==> src/rtl/uart_rx.sv <==
// 8N1 UART receiver: synchronizes the serial line, samples each bit mid-period
// and presents the byte on a valid/ready holding register with error pulses.
module uart_rx #(
    parameter int CLK_FREQ  = 50_000_000,
    parameter int BAUD_RATE = 115200
) (
    input  logic       clk,
    input  logic       rst_n,
    input  logic       rx,
    output logic [7:0] rx_data,
    output logic       rx_valid,
    input  logic       rx_ready,
    output logic       frame_err,
    output logic       overrun
);

    localparam int CPB = CLK_FREQ / BAUD_RATE;
    localparam int CW  = $clog2(CPB);
    localparam logic [CW-1:0] CNT_LAST = CW'(CPB - 1);
    localparam logic [CW-1:0] CNT_HALF = CW'(CPB / 2 - 1);

    typedef enum logic [1:0] {
        IDLE,
        START,
        DATA,
        STOP
    } state_t;

    state_t          state_q, state_d;
    logic            sync1_q, sync1_d;
    logic            rx_s_q, rx_s_d;
    logic            rx_d_q, rx_d_d;
    logic [CW-1:0]   cnt_q, cnt_d;
    logic [2:0]      bit_idx_q, bit_idx_d;
    logic [7:0]      shreg_q, shreg_d;
    logic [7:0]      rx_data_q, rx_data_d;
    logic            rx_valid_q, rx_valid_d;
    logic            frame_err_q, frame_err_d;
    logic            overrun_q, overrun_d;
    logic            fall_edge;

    assign fall_edge = rx_d_q & ~rx_s_q;

    always_comb begin
        state_d     = state_q;
        sync1_d     = rx;
        rx_s_d      = sync1_q;
        rx_d_d      = rx_s_q;
        cnt_d       = cnt_q + 1'b1;
        bit_idx_d   = bit_idx_q;
        shreg_d     = shreg_q;
        rx_data_d   = rx_data_q;
        rx_valid_d  = rx_valid_q;
        frame_err_d = 1'b0;
        overrun_d   = 1'b0;

        if (rx_valid_q && rx_ready) begin
            rx_valid_d = 1'b0;
        end

        case (state_q)
            IDLE: begin
                cnt_d = '0;
                if (fall_edge) begin
                    state_d = START;
                end
            end
            START: begin
                if (cnt_q == CNT_HALF) begin
                    cnt_d     = '0;
                    bit_idx_d = 3'd0;
                    state_d   = rx_s_q ? IDLE : DATA;
                end
            end
            DATA: begin
                if (cnt_q == CNT_LAST) begin
                    cnt_d   = '0;
                    shreg_d = {rx_s_q, shreg_q[7:1]};
                    if (bit_idx_q == 3'd7) begin
                        state_d = STOP;
                    end else begin
                        bit_idx_d = bit_idx_q + 3'd1;
                    end
                end
            end
            STOP: begin
                if (cnt_q == CNT_LAST) begin
                    cnt_d   = '0;
                    state_d = IDLE;
                    // A full register that is not being drained keeps its old byte.
                    if (!rx_s_q) begin
                        frame_err_d = 1'b1;
                    end else if (!rx_valid_q || rx_ready) begin
                        rx_data_d  = shreg_q;
                        rx_valid_d = 1'b1;
                    end else begin
                        overrun_d = 1'b1;
                    end
                end
            end
            default: begin
                state_d = IDLE;
                cnt_d   = '0;
            end
        endcase
    end

    always_ff @(posedge clk or negedge rst_n) begin
        if (!rst_n) begin
            state_q     <= IDLE;
            sync1_q     <= 1'b1;
            rx_s_q      <= 1'b1;
            rx_d_q      <= 1'b1;
            cnt_q       <= '0;
            bit_idx_q   <= 3'd0;
            shreg_q     <= 8'h00;
            rx_data_q   <= 8'h00;
            rx_valid_q  <= 1'b0;
            frame_err_q <= 1'b0;
            overrun_q   <= 1'b0;
        end else begin
            state_q     <= state_d;
            sync1_q     <= sync1_d;
            rx_s_q      <= rx_s_d;
            rx_d_q      <= rx_d_d;
            cnt_q       <= cnt_d;
            bit_idx_q   <= bit_idx_d;
            shreg_q     <= shreg_d;
            rx_data_q   <= rx_data_d;
            rx_valid_q  <= rx_valid_d;
            frame_err_q <= frame_err_d;
            overrun_q   <= overrun_d;
        end
    end

    assign rx_data   = rx_data_q;
    assign rx_valid  = rx_valid_q;
    assign frame_err = frame_err_q;
    assign overrun   = overrun_q;

endmodule

==> config.mk <==
export PLATFORM = sky130hd
export DESIGN_NAME = uart_rx
export DESIGN_NICKNAME = d
export VERILOG_FILES = /design/src/rtl/uart_rx.sv
export SDC_FILE = /design/constraint.sdc
export NUM_CORES = 1
export LEC_CHECK = 0
export CAP_MARGIN = 20
export CORE_MARGIN = 2
export CORE_UTILIZATION = 35
export DETAILED_ROUTE_END_ITERATION = 8
export PLACE_DENSITY = 0.59
export SKIP_CTS_REPAIR_TIMING = 1
export SKIP_LAST_GASP = 1
export SYNTH_ARGS = -nofsm -noshare
export SYNTH_HDL_FRONTEND = slang
export SYNTH_SLANG_ARGS = --single-unit
==> constraint.sdc <==
create_clock -name clk -period 1.6 [get_ports clk]
set_input_delay 0.24 -clock clk [delete_from_list [all_inputs] [get_ports clk]]
set_output_delay 0.24 -clock clk [all_outputs]
set_load 0.02 [all_outputs]
==> results summary, run 1 <==
The cell depth of the worst flop-to-flop path came out at 5. The total negative slack for setup checks came out at -2.20 ns. The number of placement rows came out at 25. The fraction of post-synthesis cell area in the top cell type by area came out at between 40 and 50%.

The pin count of the biggest net entering global routing is 37. The count of max-cap constraint violations is 0. The final critical-path share of the clock period is 111%.

The count of nets after finishing is between 150 and 200. The cell sitting at the root of the clock tree is a clkbuf_8. The critical path is of the reg -> reg type. Across all register-to-register paths, the minimum setup slack is -0.18 ns. The slew at the pin closest to its max-slew limit came out at about 0.35 ns. The top fanout value on the critical path is 3. The fraction of synthesis flops using an asynchronous set or reset pin came out at 100%. The total nets after synthesis is between 100 and 150. The count of vias placed by the detailed router is 1,096. STA classifies the critical path endpoint as a register. The count of different cell masters after synthesis came out at 31. The height of the chip is 73.2 um. The number of filler cells placed in the layout is 415. In the synthesized netlist the dominant register cell turns out to be dfrtp_1.

The floorplan step defined a die boundary enclosing 5350 um^2. The number of synthesis warnings came out at 0. The via count of the first global-routing pass came out at 1,145. The maximum level of the CTS H-tree came out at 2. The most critical setup path has its endpoint at bit_idx_q[0]. The starting density of the core is a little over a third. IR analysis of the VDD net gives a maximum drop of ~0.78 mV. The count of final setup violators is 19.

Once layout is done, the placed cells without fillers occupy approximately 2300 um^2. The post-synthesis cell area came out at 1670 um^2. The clock-pin slew on the worst setup and hold paths came out at approximately 0.07 ns.

The worst setup path is launched from a register. The placer congestion estimate is approximately 0.76. The total wirelength of the detailed-routed design is between 3000 and 4000 um.

In the layout the commonest cells are 32 x dfrtp_1, 21 x buf_4, 18 x mux2_4. After floorplanning, the core was sized to cover about 4700 um^2. The data required time of the worst path came out at 1.78 ns.

The worst setup skew after layout came out at roughly 0.0055 ns. The global-route wire length before repair is around 5500 um. The worst register-to-register path begins at bit_idx_q[0]. The checks that failed: setup timing.

The synthesis-to-layout area growth came out at 37.0%. After layout, the design draws a total of 0.00234 W. The launching element of the worst setup path is bit_idx_q[0].

The wire length per cell came out at around 15 um. The post-synthesis instance total came out at 129. The initial antenna violation count is 0. By area the synthesized netlist is led by dfrtp_1 49%, mux2_4 7.2%, mux2_2 6.1%. The final number of hold-violating endpoints came out at 0. The final critical-path setup slack came out at -0.183 ns. Of the total power, the clock network draws 33.8%. The number of design-rule violations left by the first detailed-router iteration is 43.

Setup repair after global routing could not meet its margin everywhere. The clock net sink count is 36. The number of optimization iterations in the first detailed-route pass is 4. The critical path arrival came out at 1.96 ns.

The clock latency on the worst-skew pair came out at ~0.29 ns. The combined global-route utilization of all metal layers is approximately 14%. The average instance in the mapped netlist occupies 13.0 um^2.

The half-perimeter wire length of the detailed placement result is ~2300 um. The post-route netlist has between 30% and 40% of its cells at a drive strength greater than 1. The most common cell after layout, fill and taps aside is dfrtp_1. The maximum clock path buffer count is 2. The number of I/O port buffers came out at 14.

TritonCTS built the clock tree. For this run the aggregate overflow at the end of global routing stands at 0. The flow ran to the end, but the final reports show violations. Measured along the x axis, the die boundary spans 73.2 um. In this run the count of I/O pins placed on the die edge is 15. The total of flip-flops plus latches after synthesis came out at 36. The share of the yosys chip area belonging to registers is 54.0%. The worst slew margin relative to its limit is 76.2%. The internal power consumption came out at about 0.0017 W.

The post-detailed-route via-to-cell ratio came out at 4.87. The worst min-delay path category is in -> async. The worst slack at placement is -0.238 ns. The post-route minimum period came out at 1.78 ns. In this run the critical register-to-register path is captured at bit_idx_q[0]. The biggest area contributor in the post-synthesis netlist is dfrtp_1. The number of antenna diodes came out at 0.

The areal power density over the cells is between 1000 and 1500 nW/um^2. The number of nets with antenna violations after routing is 0. The relative contribution of combinational cells to total power is between 20% and 30%.

The TritonCTS buffer count is 5. The timing-limited maximum frequency came out at between 500 and 600 MHz. The final max-slew violation count came out at 0. The total DRC errors in the routed layout is 0. For this design the static power due to leakage is between 1 and 1.5 nW.

In this run the cell area measured after placement is roughly 2100 um^2. The number of enable-type register cells in the synthesized netlist came out at 0. The net load switching power is around 0.00064 W. The switching part of the total power is a little over a quarter.

The sequential share of power is roughly 45%.
-- synthesized netlist by cell type (all sizes together) (2+ instances only) --
cell type and number:
dfrtp 33, ha 5, nor4 2, nor2b 5, nand4 2, buf 2
nand2 7, clkbuf 3, inv 4, or4 2, dfstp 3, xnor2 6
o2bb2ai 2, nor3 3, nand2b 2, nor2 13, nand3 4, mux2i 3
mux2 17, a22o 2, xor2 2
-- worst max-delay path, stage by stage (launching register included) --
cell and delay (ns):
dfrtp_1 0.40, ha_2 0.21, ha_4 0.16, or4_4 0.57, xnor2_1 0.15, a22o_1 0.18
-- flip-flops by register name, summed over array words and instances (netlist names), named ones only --
signal,flops
rx_valid,1
shreg_q,8
overrun,1
rx_s_d,1
rx_d_q,1
rx_data,8
state_q,1
bit_idx_q,3
frame_err,1
rx_d_d,1
cnt_q,9
-- area by class of cell --
type / instances / area [um^2] / share of cell area (%)
clock buffers: 6 / 72.6 / 3.16
clock inverters: 2 / 35.0 / 1.53
inverters: 4 / 15.0 / 0.655
multi-input cells: 85 / 848 / 37.0
flip-flops and latches: 36 / 906 / 39.5
well taps: 54 / 67.6 / 2.95
repair buffers: 38 / 349 / 15.2
-- logic make-up (layout without fill, tap and decap cells) --
group	count (synthesis)	in the layout	synth area share (%)
xor gates and xnor gates	8	8	4.19
adders and majority gates	5	5	3.74
DFF	36	36	54.0
and+or+nand+nor	45	45	17.2
muxes	20	21	15.0
AOI/OAI and AO/OA	6	6	2.91
buffers and inverters	9	50	2.91
-- routing by layer --
layer  global-route usage [%]  vias to the layer above  routed length, um
li1                         -                      529                  -
met1                     16.9                      542               1510
met2                     21.7                       18               1730
met3                     5.52                        7                132
met4                     5.56                        0                 61
met5                        0                        -                  0
-- power groups by stage --
stage / registers [W] / clock network (W) / logic [W]
after floorplan: 0.00106 / 0 / 0.000245
after global placement: 0.00105 / 0 / 0.000414
after detailed placement: 0.00105 / 0 / 0.000448
after CTS: 0.00104 / 0.000811 / 0.000450
after global routing: 0.00105 / 0.000852 / 0.000565
final: 0.00105 / 0.000790 / 0.000505
-- worst min path at each step --
stage	startpoint	endpoint	slack, ns	depth (start not counted)
final	rst_n	rx_data[5]	0.32	2
after global routing	rst_n	rx_data[5]	0.31	2
after CTS	rst_n	rx_data[5]	0.31	2
after detailed placement	rx_s_d	rx_d_d	0.35	0
after global placement	rx_s_d	rx_d_d	0.35	0
after floorplan	rst_n	asynchronous set/reset pin	-0.06	0
-- metrics by stage --
step | utilization [%] | instances | hold slack (ns)
floorplan | - | 129 | -0.0556
global placement | 44.6 | 213 | 0.347
detailed placement | 44.6 | 213 | 0.351
CTS | 46.9 | 221 | 0.315
global route | 49.2 | 225 | 0.314
finish | 49.2 | 225 | 0.316
Power figures use the tool's default switching activity.
==> run 2, diff against run 1 <==
- CAP_MARGIN: 20 -> 10
==> results of run 2 <==
Same layout as run 1: the final DEF is identical, and so are final timing and power.
==> run 3, diff against run 2 <==
- CAP_MARGIN: 10 -> unset
==> results of run 3 <==
Same layout as run 1: the final DEF is identical, and so are final timing and power.
